<file path="config.mk">
export PLATFORM = sky130hd
export DESIGN_NAME = faddn_pipe
export DESIGN_NICKNAME = d
export VERILOG_FILES = /design/src/rtl/faddn_pkg.sv /design/src/rtl/fadd_slice.sv /design/src/rtl/faddn_pipe.sv
export SDC_FILE = /design/constraint.sdc
export NUM_CORES = 1
export LEC_CHECK = 0
export BUFFER_PORTS_ARGS = -buffer_cell sky130_fd_sc_hd__buf_2
export CAP_MARGIN = 10
export CORE_ASPECT_RATIO = 1.25
export CORE_MARGIN = 2
export CORE_UTILIZATION = 65
export CTS_BUF_LIST = sky130_fd_sc_hd__clkbuf_8
export DETAILED_ROUTE_END_ITERATION = 10
export PLACE_DENSITY = 0.95
export SYNTH_ARGS = -nofsm -noshare
export SYNTH_HDL_FRONTEND = slang
export SYNTH_SLANG_ARGS = --single-unit
</file>
<file path="constraint.sdc">
create_clock -name CLK -period 8.4 [get_ports CLK]
set_input_delay 0.84 -clock CLK [delete_from_list [all_inputs] [get_ports CLK]]
set_output_delay 0.84 -clock CLK [all_outputs]
set_load 0.02 [all_outputs]
</file>
<file path="src/rtl/faddn_pkg.sv">
// Shared definitions for the pipelined N-bit adder/subtractor family.
package faddn_pkg;

    typedef enum logic {
        OP_ADD = 1'b0,
        OP_SUB = 1'b1
    } opmode_t;

    // True when the width/stage combination can be split into equal slices.
    function automatic bit params_ok(input int width, input int stages);
        return (width >= 2) && (stages >= 1) && ((width % stages) == 0);
    endfunction

endpackage

</file>
<file path="src/rtl/fadd_slice.sv">
// Combinational ripple of SLICE full-adder bits; one of these per pipeline stage.
module fadd_slice #(
    parameter int SLICE = 4
) (
    input  logic [SLICE-1:0] a,
    input  logic [SLICE-1:0] b,
    input  logic             cin,
    output logic [SLICE-1:0] sum,
    output logic             cout,
    output logic             cmsb
);

    logic [SLICE:0] carry;

    always_comb begin
        carry    = '0;
        sum      = '0;
        carry[0] = cin;
        for (int i = 0; i < SLICE; i++) begin
            sum[i]       = a[i] ^ b[i] ^ carry[i];
            carry[i + 1] = (a[i] & b[i]) | (carry[i] & (a[i] ^ b[i]));
        end
        cout = carry[SLICE];
        cmsb = carry[SLICE - 1];
    end

endmodule

</file>
<file path="src/rtl/faddn_pipe.sv">
// Pipelined WIDTH-bit adder/subtractor: one SLICE-bit ripple per stage, carry
// registered between stages, valid tracking, global stall and signed overflow.
module faddn_pipe
    import faddn_pkg::*;
#(
    parameter int WIDTH  = 16,
    parameter int STAGES = 4
) (
    input  logic             CLK,
    input  logic             RST,
    input  logic             IV,
    input  logic             HOLD,
    input  logic             SUB,
    input  logic [WIDTH-1:0] A,
    input  logic [WIDTH-1:0] B,
    input  logic             CI,
    output logic [WIDTH-1:0] S,
    output logic             CO,
    output logic             OV,
    output logic             OVLD
);

    localparam int SLICE = WIDTH / STAGES;
    localparam int LAST  = STAGES - 1;

    if (!params_ok(WIDTH, STAGES)) begin : g_bad_params
        $error("faddn_pipe: WIDTH must be >= 2 and a multiple of STAGES");
    end

    opmode_t          mode;
    logic [WIDTH-1:0] b_eff;
    logic             cin0;

    // Stage k registers: operands still to be consumed, carry from stage k-1,
    // the sum bits already produced below slice k, and the valid bit.
    logic [WIDTH-1:0] opa_q  [STAGES];
    logic [WIDTH-1:0] opb_q  [STAGES];
    logic [WIDTH-1:0] part_q [STAGES];
    logic             cin_q  [STAGES];
    logic             vld_q  [STAGES];

    logic [SLICE-1:0] slice_sum [STAGES];
    logic             slice_co  [STAGES];
    logic             slice_cm  [STAGES];
    logic [WIDTH-1:0] merged    [STAGES];

    always_comb begin
        mode  = SUB ? OP_SUB : OP_ADD;
        b_eff = (mode == OP_SUB) ? ~B : B;
        cin0  = (mode == OP_SUB) ? 1'b1 : CI;
    end

    for (genvar k = 0; k < STAGES; k++) begin : g_stage
        fadd_slice #(
            .SLICE (SLICE)
        ) u_slice (
            .a    (opa_q[k][k*SLICE +: SLICE]),
            .b    (opb_q[k][k*SLICE +: SLICE]),
            .cin  (cin_q[k]),
            .sum  (slice_sum[k]),
            .cout (slice_co[k]),
            .cmsb (slice_cm[k])
        );
    end

    always_comb begin
        for (int k = 0; k < STAGES; k++) begin
            merged[k] = part_q[k];
            merged[k][k*SLICE +: SLICE] = slice_sum[k];
        end
    end

    // HOLD freezes every register; results only overwrite S/CO/OV when valid.
    always_ff @(posedge CLK or posedge RST) begin
        if (RST) begin
            for (int k = 0; k < STAGES; k++) begin
                opa_q[k]  <= '0;
                opb_q[k]  <= '0;
                part_q[k] <= '0;
                cin_q[k]  <= 1'b0;
                vld_q[k]  <= 1'b0;
            end
            S    <= '0;
            CO   <= 1'b0;
            OV   <= 1'b0;
            OVLD <= 1'b0;
        end else if (!HOLD) begin
            opa_q[0]  <= A;
            opb_q[0]  <= b_eff;
            part_q[0] <= '0;
            cin_q[0]  <= cin0;
            vld_q[0]  <= IV;
            for (int k = 1; k < STAGES; k++) begin
                opa_q[k]  <= opa_q[k-1];
                opb_q[k]  <= opb_q[k-1];
                part_q[k] <= merged[k-1];
                cin_q[k]  <= slice_co[k-1];
                vld_q[k]  <= vld_q[k-1];
            end
            OVLD <= vld_q[LAST];
            if (vld_q[LAST]) begin
                S  <= merged[LAST];
                CO <= slice_co[LAST];
                OV <= slice_co[LAST] ^ slice_cm[LAST];
            end
        end
    end

endmodule

</file>
==> impl_metrics.ini, run 1 <==
[run]
maxCapViolCount = 0

[clock_network]
cts_buffers = 17
tritoncts = built
cts.path.max_buffers = 2
clock_sinks = 131
cts_resized = 0
ctsHoldBuffers = 0
insertion_delay_ps = 430
cts_setup_buffers = 0
htree_num_levels = 4
clockRootBuffer = clkbuf_8
path_clk_slew_ps = 70

[finish]
drive_gt1_frac = 0.407
antenna_cells = 0
fin_area_mm2 = 0.00617
syn2layout_area_growth_pct = 12.9
nets = 491

[floorplanning]
dieArea_mm2 = 0.00916
core-area_mm2 = 0.00819
ios = 57
dieHeight_um = 107
fp-row-count = 37
start_util = 0.667
die_w_um = 86.0

[worst_setup_path]
cp.depth = 9
crit_fanout = 2
cp_num_buf_inv = 3
crit_type = reg -> reg
crit_path_max_incr_delay_ps = 460
endpoint_kind = flip-flop
crit_chain = fa_1 -> inv_1 -> fa_1 -> inv_1 -> fa_1 -> inv_1 -> fa_1 -> xnor2_1 -> mux2_4
cpMostUsedCell = fa_1
cp_top_family = adder cells
crit_required_ps = 8720
worstRegToRegCells = 9
arrival_ps = 2740
start_kind = flip-flop
slowest_stage = fa_1

[yosys]
synth_commonest_cells = 131 x dfrtp_1, 91 x mux2_2, 41 x inv_1
synth_top_cell_by_area = dfrtp_1
synth_top_area_frac = 0.600
synth-edff-count = 0
ys_top_cells_by_area = dfrtp_1 60%, mux2_2 19%, fa_1 5.9%, inv_1 2.8%, xnor2_1 2.7%
ys_seq_area_frac = 0.600
async_flop_share = 1.00
synth_nets = 433
ys_ff_latch = 131
yosysMostFrequentCell = dfrtp_1
syn-cell-area_mm2 = 0.00546
ys.flop_type = dfrtp_1
synth.avg_cell_area_um2 = 14.4
yosys.cell_types.count = 15
yosys_warnings = 0
synthCells = 379

[global_route]
grt_pass1_vias = 3243
grt_start_max_net_pins = 93
antenna_found_initial = 0
grt-ovfl-total = 0
grt_pass1_wl_um = 15000
grt_usage = 0.218

[timing]
slew_headroom = 0.312
worstMarginPinSlew_ps = 1030
hold_viol = 0
final_max_slew_viol_count = 0
setup_viol = 0
skew_ps = 7.18
min_period_over_period = 0.288
post-route-min-period_ps = 2420
whs_ps = 455
setup_tns_ps = 0
max_freq_ghz = 0.414
rsz0062_at_grt = no

[placement]
io_buffers = 56
place_area_mm2 = 0.00577
hpwlAfterDp_um = 5670
place_congestion = 0.734

[worst_hold_path]
hp-class = in -> async

[routing]
drt-vias-per-instance = 5.27
first_iter_violations = 212
ant_nets = 0
drtPass1Iterations = 4
wire_per_inst_um = 15.7
wirelength_um = 8590
post-route-drc-count = 0
dr_total_vias = 2885

[power_and_ir_drop]
ir_drop_mv = 0.152
p_per_area_mw_per_mm2 = 299
power.leakage_nw = 2.96

[outcome]
status = completed
-- worst paths after layout --
path,startpoint,end,slack [ps]
setup / recovery,cin_q[0],OV,5980
hold / removal,RST,opa_q[28],460
setup reg to reg,cin_q[0],OV,5980
hold reg to reg,opb_q[54],opb_q[54],480
max in group asynchronous,RST,opb_q[38],6520
min in group CLK,opb_q[54],opb_q[54],480
-- kinds of logic (layout without fill, tap and decap cells) --
group                      count (synthesis)  after routing  synth area share
adders and majority gates                 16             16            0.0586
AOI/OAI and AO/OA                         21             21            0.0192
muxes                                    109            109             0.226
DFF                                      131            131             0.600
and+or+nand+nor                           25             25            0.0190
buffers and inverters                     60            131            0.0499
xor gates and xnor gates                  17             17            0.0272
-- layout by cell type, fill, tap and decap left out --
cell type | synthesis | final
buf_2 | 11 | 55
nor2_1 | 1 | 1
clkbuf_8 | 0 | 23
bufinv_16 | 0 | 2
clkinv_2 | 0 | 1
xnor2_1 | 17 | 17
o21ai_0 | 21 | 21
mux2_4 | 6 | 6
fa_1 | 16 | 16
nand2b_4 | 1 | 1
inv_1 | 41 | 46
inv_4 | 0 | 1
dfrtp_1 | 131 | 131
nand2_1 | 23 | 23
mux2_2 | 91 | 91
buf_4 | 3 | 3
mux2i_1 | 12 | 12
-- where the power goes --
group / switching (W) / internal, W
registers: 0.0000969 / 0.000799
logic: 0.000215 / 0.000213
clock network: 0.000216 / 0.000305
-- final cells by class --
| cell class | instances | area [um2] |
|---|---|---|
| clock buffer | 23 | 317 |
| clock inverter | 9 | 87.6 |
| fill | 470 | 2020 |
| inverter | 41 | 156 |
| multi-input combinational | 188 | 1910 |
| sequential | 131 | 3280 |
| tap | 97 | 121 |
| timing repair buffer | 58 | 298 |
-- worst register-to-register path, delay by kind of cell (launching register included) --
kind	cells	cell delay [ps]
fa+ha+maj	4	1270
flops	1	380
mux	1	270
xor+xnor	1	150
buf+inv	3	230
-- state kept, by name, indices dropped and copies added (netlist names), 4 cells and up --
| signal | count |
|---|---|
| opa_q | 40 |
| vld_q | 4 |
| cin_q | 4 |
| merged | 24 |
| opb_q | 40 |
| S | 16 |
-- metal layers --
layer,vias to the layer above,track usage,routed length [um]
met5,-,0,0
met4,0,0.0850,159
met3,16,0.0745,367
met2,51,0.358,4560
met1,1464,0.266,3510
li1,1354,-,-
-- metrics by stage --
step	util	setup slack (ps)	cells	power, W
after floorplan	-	4060	379	0.00120
after global placement	0.704	5760	515	0.00129
after detailed placement	0.704	5720	515	0.00134
after CTS	0.753	5940	547	0.00187
after global routing	0.753	5860	547	0.00196
final	0.753	5980	547	0.00184
(Power assumes the default switching activity.)
==> run 2: changes to the inputs <==
Settings changed: CORE_UTILIZATION 65 to 61, PLACE_DENSITY 0.95 to 0.92.
Clock period 8.4 ns to 2.35 ns, I/O delays scaled along.
==> impl_metrics.ini, run 2 (synthesis gave the netlist of run 1 again) <==
[worst_setup_path]
crit_required_ps = 2670
start_kind = flip-flop
crit_fanout = 2
crit_type = reg -> reg
endpoint_kind = flip-flop
arrival_ps = 2560

[global_route]
grt-ovfl-total = 0
grt_start_max_net_pins = 66
grt_usage = 0.203
antenna_found_initial = 0
grt_pass1_wl_um = 14500
grt_pass1_vias = 3096

[run]
maxCapViolCount = 0

[finish]
antenna_cells = 0
drive_gt1_frac = 0.436
multi_input_area_mm2 = 0.00193
nets = 495
syn2layout_area_growth_pct = 15.0
fillerInstances = 577
final_cell_count_no_fill = 574
final_cell_mix = 131 x dfrtp_1, 91 x mux2_2, 55 x buf_2, 39 x inv_1, 23 x nand2_1
final_common_cell = dfrtp_1
seq_area_mm2 = 0.00328

[timing]
setup_viol = 0
skew_ps = 10.1
worstMarginPinSlew_ps = 554
hold_viol = 0
post-route-min-period_ps = 2230
max_freq_ghz = 0.448
final_max_slew_viol_count = 0
whs_ps = 25.6
rsz0062_at_grt = no
min_period_over_period = 0.951
slew_headroom = 0.630

[placement]
place_congestion = 0.755
io_buffers = 56
place_inst = 541
hpwlAfterDp_um = 5710

[floorplanning]
dieArea_mm2 = 0.00974
die_w_um = 88.7
core-area_mm2 = 0.00870
ios = 57
dieHeight_um = 110
start_util = 0.628
fp-row-count = 38

[power_and_ir_drop]
pwr-share-comb = 0.237
ir_drop_mv = 0.452
switching_share = 0.292
power_frac_seq = 0.481
p_clk_frac = 0.282
power.internal_w = 0.00471
power.leakage_nw = 2.97
power.switching_w = 0.00194
p_per_area_mw_per_mm2 = 1060
p_total_w = 0.00665

[clock_network]
cts.path.max_buffers = 2
path_clk_slew_ps = 70
cts_buffers = 17
insertion_delay_ps = 440
htree_num_levels = 4
clock_sinks = 131
clockRootBuffer = clkbuf_8
tritoncts = built

[routing]
wirelength_um = 8700
dr_total_vias = 2892
met3WireLength_um = 271
post-route-drc-count = 0
ant_nets = 0
wirelength_met1_um = 3530
wire_per_inst_um = 15.1
first_iter_violations = 133
dr_wl_met2_um = 4740
drt-vias-per-instance = 5.04
highest_layer = met4
drtPass1Iterations = 4

[outcome]
status = completed

[worst_hold_path]
hp-class = in -> reg
## run 2: worst max-delay path: stages (launching register included)
cell     delay (ps)
dfrtp_1         390
fa_2            220
inv_2            40
fa_2            380
inv_2            70
fa_2            210
inv_2            40
fa_2            390
xnor2_1         130
mux2_4          260
## run 2: metrics by stage
| step | util | cell area (um2) | setup TNS, ps | setup WS (ps) |
|---|---|---|---|---|
| global placement | 0.675 | 5870 | 0 | 46.6 |
| detailed placement | 0.675 | 5870 | -26.2 | -26.2 |
| floorplan | - | 5470 | 0 | 93.9 |
| finish | 0.722 | 6290 | 0 | 116 |
| global route | 0.722 | 6290 | 0 | 2.24 |
| CTS | 0.722 | 6280 | 0 | 43.4 |
## run 2: power groups by stage
stage	combinational (W)	sequential (W)	clock [W]
after floorplan	0.000948	0.00333	0
after global placement	0.00146	0.00318	0
after detailed placement	0.00156	0.00323	0
after CTS	0.00160	0.00320	0.00191
after global routing	0.00176	0.00327	0.00201
final	0.00158	0.00320	0.00188
## run 2: layer usage
layer | GRT usage | vias up
met5 | 0 | -
met2 | 0.352 | 48
met1 | 0.233 | 1478
met4 | 0.0887 | 0
li1 | - | 1354
met3 | 0.0571 | 12
## run 2: layout make-up
cell class,instances,share of cell area
flip-flops and latches,131,0.521
multi-input cells,188,0.306
repair buffers,62,0.0605
clock buffers,18,0.0394
inverters,41,0.0251
well taps,120,0.0239
clock inverters,14,0.0233
## run 2: path summary, 6_finish.rpt
path                              end  depth (start not counted)     start  slack (ps)
setup / recovery                   OV                          9  cin_q[0]         120
hold / removal              opa_q[53]                          2      A[5]          30
setup reg to reg                   OV                          9  cin_q[0]         120
hold reg to reg                  OVLD                          2      OVLD         480
max in group asynchronous  merged[19]                          4       RST        1310
min in group asynchronous   opa_q[60]                          3       RST         400
## run 2: timing repair
item | 4_1_cts | 5_1_grt
buffers inserted | 0 | 0
hold buffers | 1 | 0
endpoints found under the setup margin | 1 | 3
gates resized for setup | 3 | 6
hold endpoints to repair | 22 | 0
==> run 3: changes to the inputs <==
Settings changed: ABC_AREA from default to 1, CORE_MARGIN 2 to 8.
==> impl_metrics.ini, run 3 <==
[worst_setup_path]
slowest_stage = fa_1
crit_type = reg -> reg
endpoint_kind = flip-flop
crit_required_ps = 2700
rr_startpoint = cin_q[0]
ff2ff_setup_slack_ps = 120
crit_chain = fa_1 -> inv_1 -> fa_1 -> inv_1 -> fa_2 -> inv_2 -> fa_2 -> o21ai_1
arrival_ps = 2580
worstRegToRegCells = 8
start_kind = flip-flop
r2r_end = S[15]
crit_path_max_incr_delay_ps = 430
crit_fanout = 2

[yosys]
ys.flop_type = dfrtp_1
synth_commonest_cells = 278 x nand2_1, 131 x dfrtp_1, 69 x inv_1
yosysMostFrequentCell = nand2_1
synth_nets = 664
syn-cell-area_mm2 = 0.00549
async_flop_share = 1.00
synth_top_cell_by_area = dfrtp_1
ys_ff_latch = 131
ys_top_cells_by_area = dfrtp_1 60%, nand2_1 19%, o21ai_0 5.9%, fa_1 5.8%, inv_1 4.7%
synth.avg_cell_area_um2 = 9.00
synth-edff-count = 0
synthCells = 610
synth_top_area_frac = 0.597
yosys.cell_types.count = 16
ys_seq_area_frac = 0.597
yosys_warnings = 0

[finish]
final_cell_mix = 278 x nand2_1, 131 x dfrtp_1, 65 x inv_1, 62 x o21ai_0, 56 x buf_2
nets = 728
final_cell_count_no_fill = 807
syn2layout_area_growth_pct = 15.8
antenna_cells = 0
final_common_cell = nand2_1
drive_gt1_frac = 0.153

[routing]
post-route-drc-count = 0
wirelength_um = 10400
dr_total_vias = 3989
first_iter_violations = 284
dr_wl_met2_um = 5120
ant_nets = 0
drt-vias-per-instance = 4.94
wire_per_inst_um = 12.9
met3WireLength_um = 650
drtPass1Iterations = 5
wirelength_met1_um = 4440
highest_layer = met4

[outcome]
status = finished, violations left
violations = negative hold slack

[timing]
hold_viol = 8
worstMarginPinSlew_ps = 836
final_max_slew_viol_count = 0
post-route-min-period_ps = 2230
setup_tns_ps = 0
rsz0062_at_grt = no
slew_headroom = 0.442
skew_ps = 7.59
max_freq_ghz = 0.448
min_period_over_period = 0.950
setup_viol = 0
whs_ps = -11.6

[global_route]
grt_pass1_wl_um = 17800
grt_pass1_vias = 3971
antenna_found_initial = 0
grt_usage = 0.183
grt_start_max_net_pins = 132
grt-ovfl-total = 0

[floorplanning]
dieHeight_um = 122
fp-row-count = 38
start_util = 0.631
dieArea_mm2 = 0.0123
core-area_mm2 = 0.00870
die_w_um = 101
ios = 57

[clock_network]
path_clk_slew_ps = 70
cts_buffers = 17
tritoncts = built
htree_num_levels = 4
cts.path.max_buffers = 2
clockRootBuffer = clkbuf_8
insertion_delay_ps = 430
clock_sinks = 131

[power_and_ir_drop]
p_total_w = 0.00582
power.switching_w = 0.00172
power.leakage_nw = 3.42
power.internal_w = 0.00410
ir_drop_mv = 0.427
p_per_area_mw_per_mm2 = 915
pwr-share-comb = 0.186
p_clk_frac = 0.317
switching_share = 0.295
power_frac_seq = 0.497

[placement]
hpwlAfterDp_um = 6640
place_congestion = 0.759
place_inst = 761
io_buffers = 56

[worst_hold_path]
hp-class = in -> async

[run]
maxCapViolCount = 0
[run 3: cell types whose count changed after synthesis, moves of 5 or more]
cell | previous run | this run
buf_2 | 11 | 16
clkbuf_1 | 2 | 8
inv_1 | 41 | 69
mux2_2 | 91 | 0
mux2_4 | 6 | 0
mux2i_1 | 12 | 0
nand2_1 | 23 | 278
nand3_1 | 0 | 17
o21ai_0 | 21 | 65
xnor2_1 | 17 | 0
[run 3: area by class of cell]
class	instances	area [um2]
clock buffer	21	289
tap	120	150
timing repair buffer	75	465
multi-input combinational	379	1800
fill	594	2340
inverter	70	268
clock inverter	11	109
sequential	131	3280
[run 3: worst max path at each step]
stage	to	startpoint	slack (ps)
3_3_place_gp	S[15]	cin_q[0]	90
6_report	S[15]	cin_q[0]	120
3_5_place_dp	merged[11]	cin_q[1]	-10
4_1_cts	merged[11]	cin_q[1]	8
5_1_grt	S[15]	cin_q[0]	10
2_1_floorplan	S[15]	cin_q[0]	160
[run 3: through the flow]
stage               setup WS (ps)   util  cell area (um2)  hold slack, ps
detailed placement          -14.8  0.668             5820             435
global placement             92.4  0.668             5820             430
finish                        117  0.731             6360           -11.6
CTS                          7.51  0.728             6330           0.397
floorplan                     156      -             5490             345
global route                 10.3  0.731             6360            19.2
[run 3: timing repair]
item | CTS | global route
gates resized for setup | 1 | 10
hold endpoints to repair | 12 | 0
buffers inserted | 0 | 2
endpoints found under the setup margin | 1 | 4
hold buffers | 12 | 0
[run 3: power by group through the flow]
stage / Sequential, W / Clock [W] / Combinational [W]
after floorplan: 0.00305 / 0 / 0.000558
after global placement: 0.00290 / 0 / 0.000985
after detailed placement: 0.00292 / 0 / 0.00105
after CTS: 0.00289 / 0.00188 / 0.00108
after global routing: 0.00293 / 0.00198 / 0.00124
final: 0.00289 / 0.00185 / 0.00108
[run 3: logic make-up after synthesis]
group / synth area share
AOI/OAI and AO/OA: 0.0602
adders and majority gates: 0.0583
buffers and inverters: 0.0770
DFF: 0.597
and+or+nand+nor: 0.207
[run 3: layer usage]
layer,GRT usage,vias up
met5,0,-
met4,0.0834,0
met3,0.0571,14
met2,0.290,136
met1,0.226,1870
li1,-,1969
[run 3: critical path: cells and delay by family, from the launching register on]
kind,cells,cell delay [ps]
buffers and inverters,3,230
adders and majority gates,4,1400
AOI/OAI and AO/OA,1,140
DFF,1,400
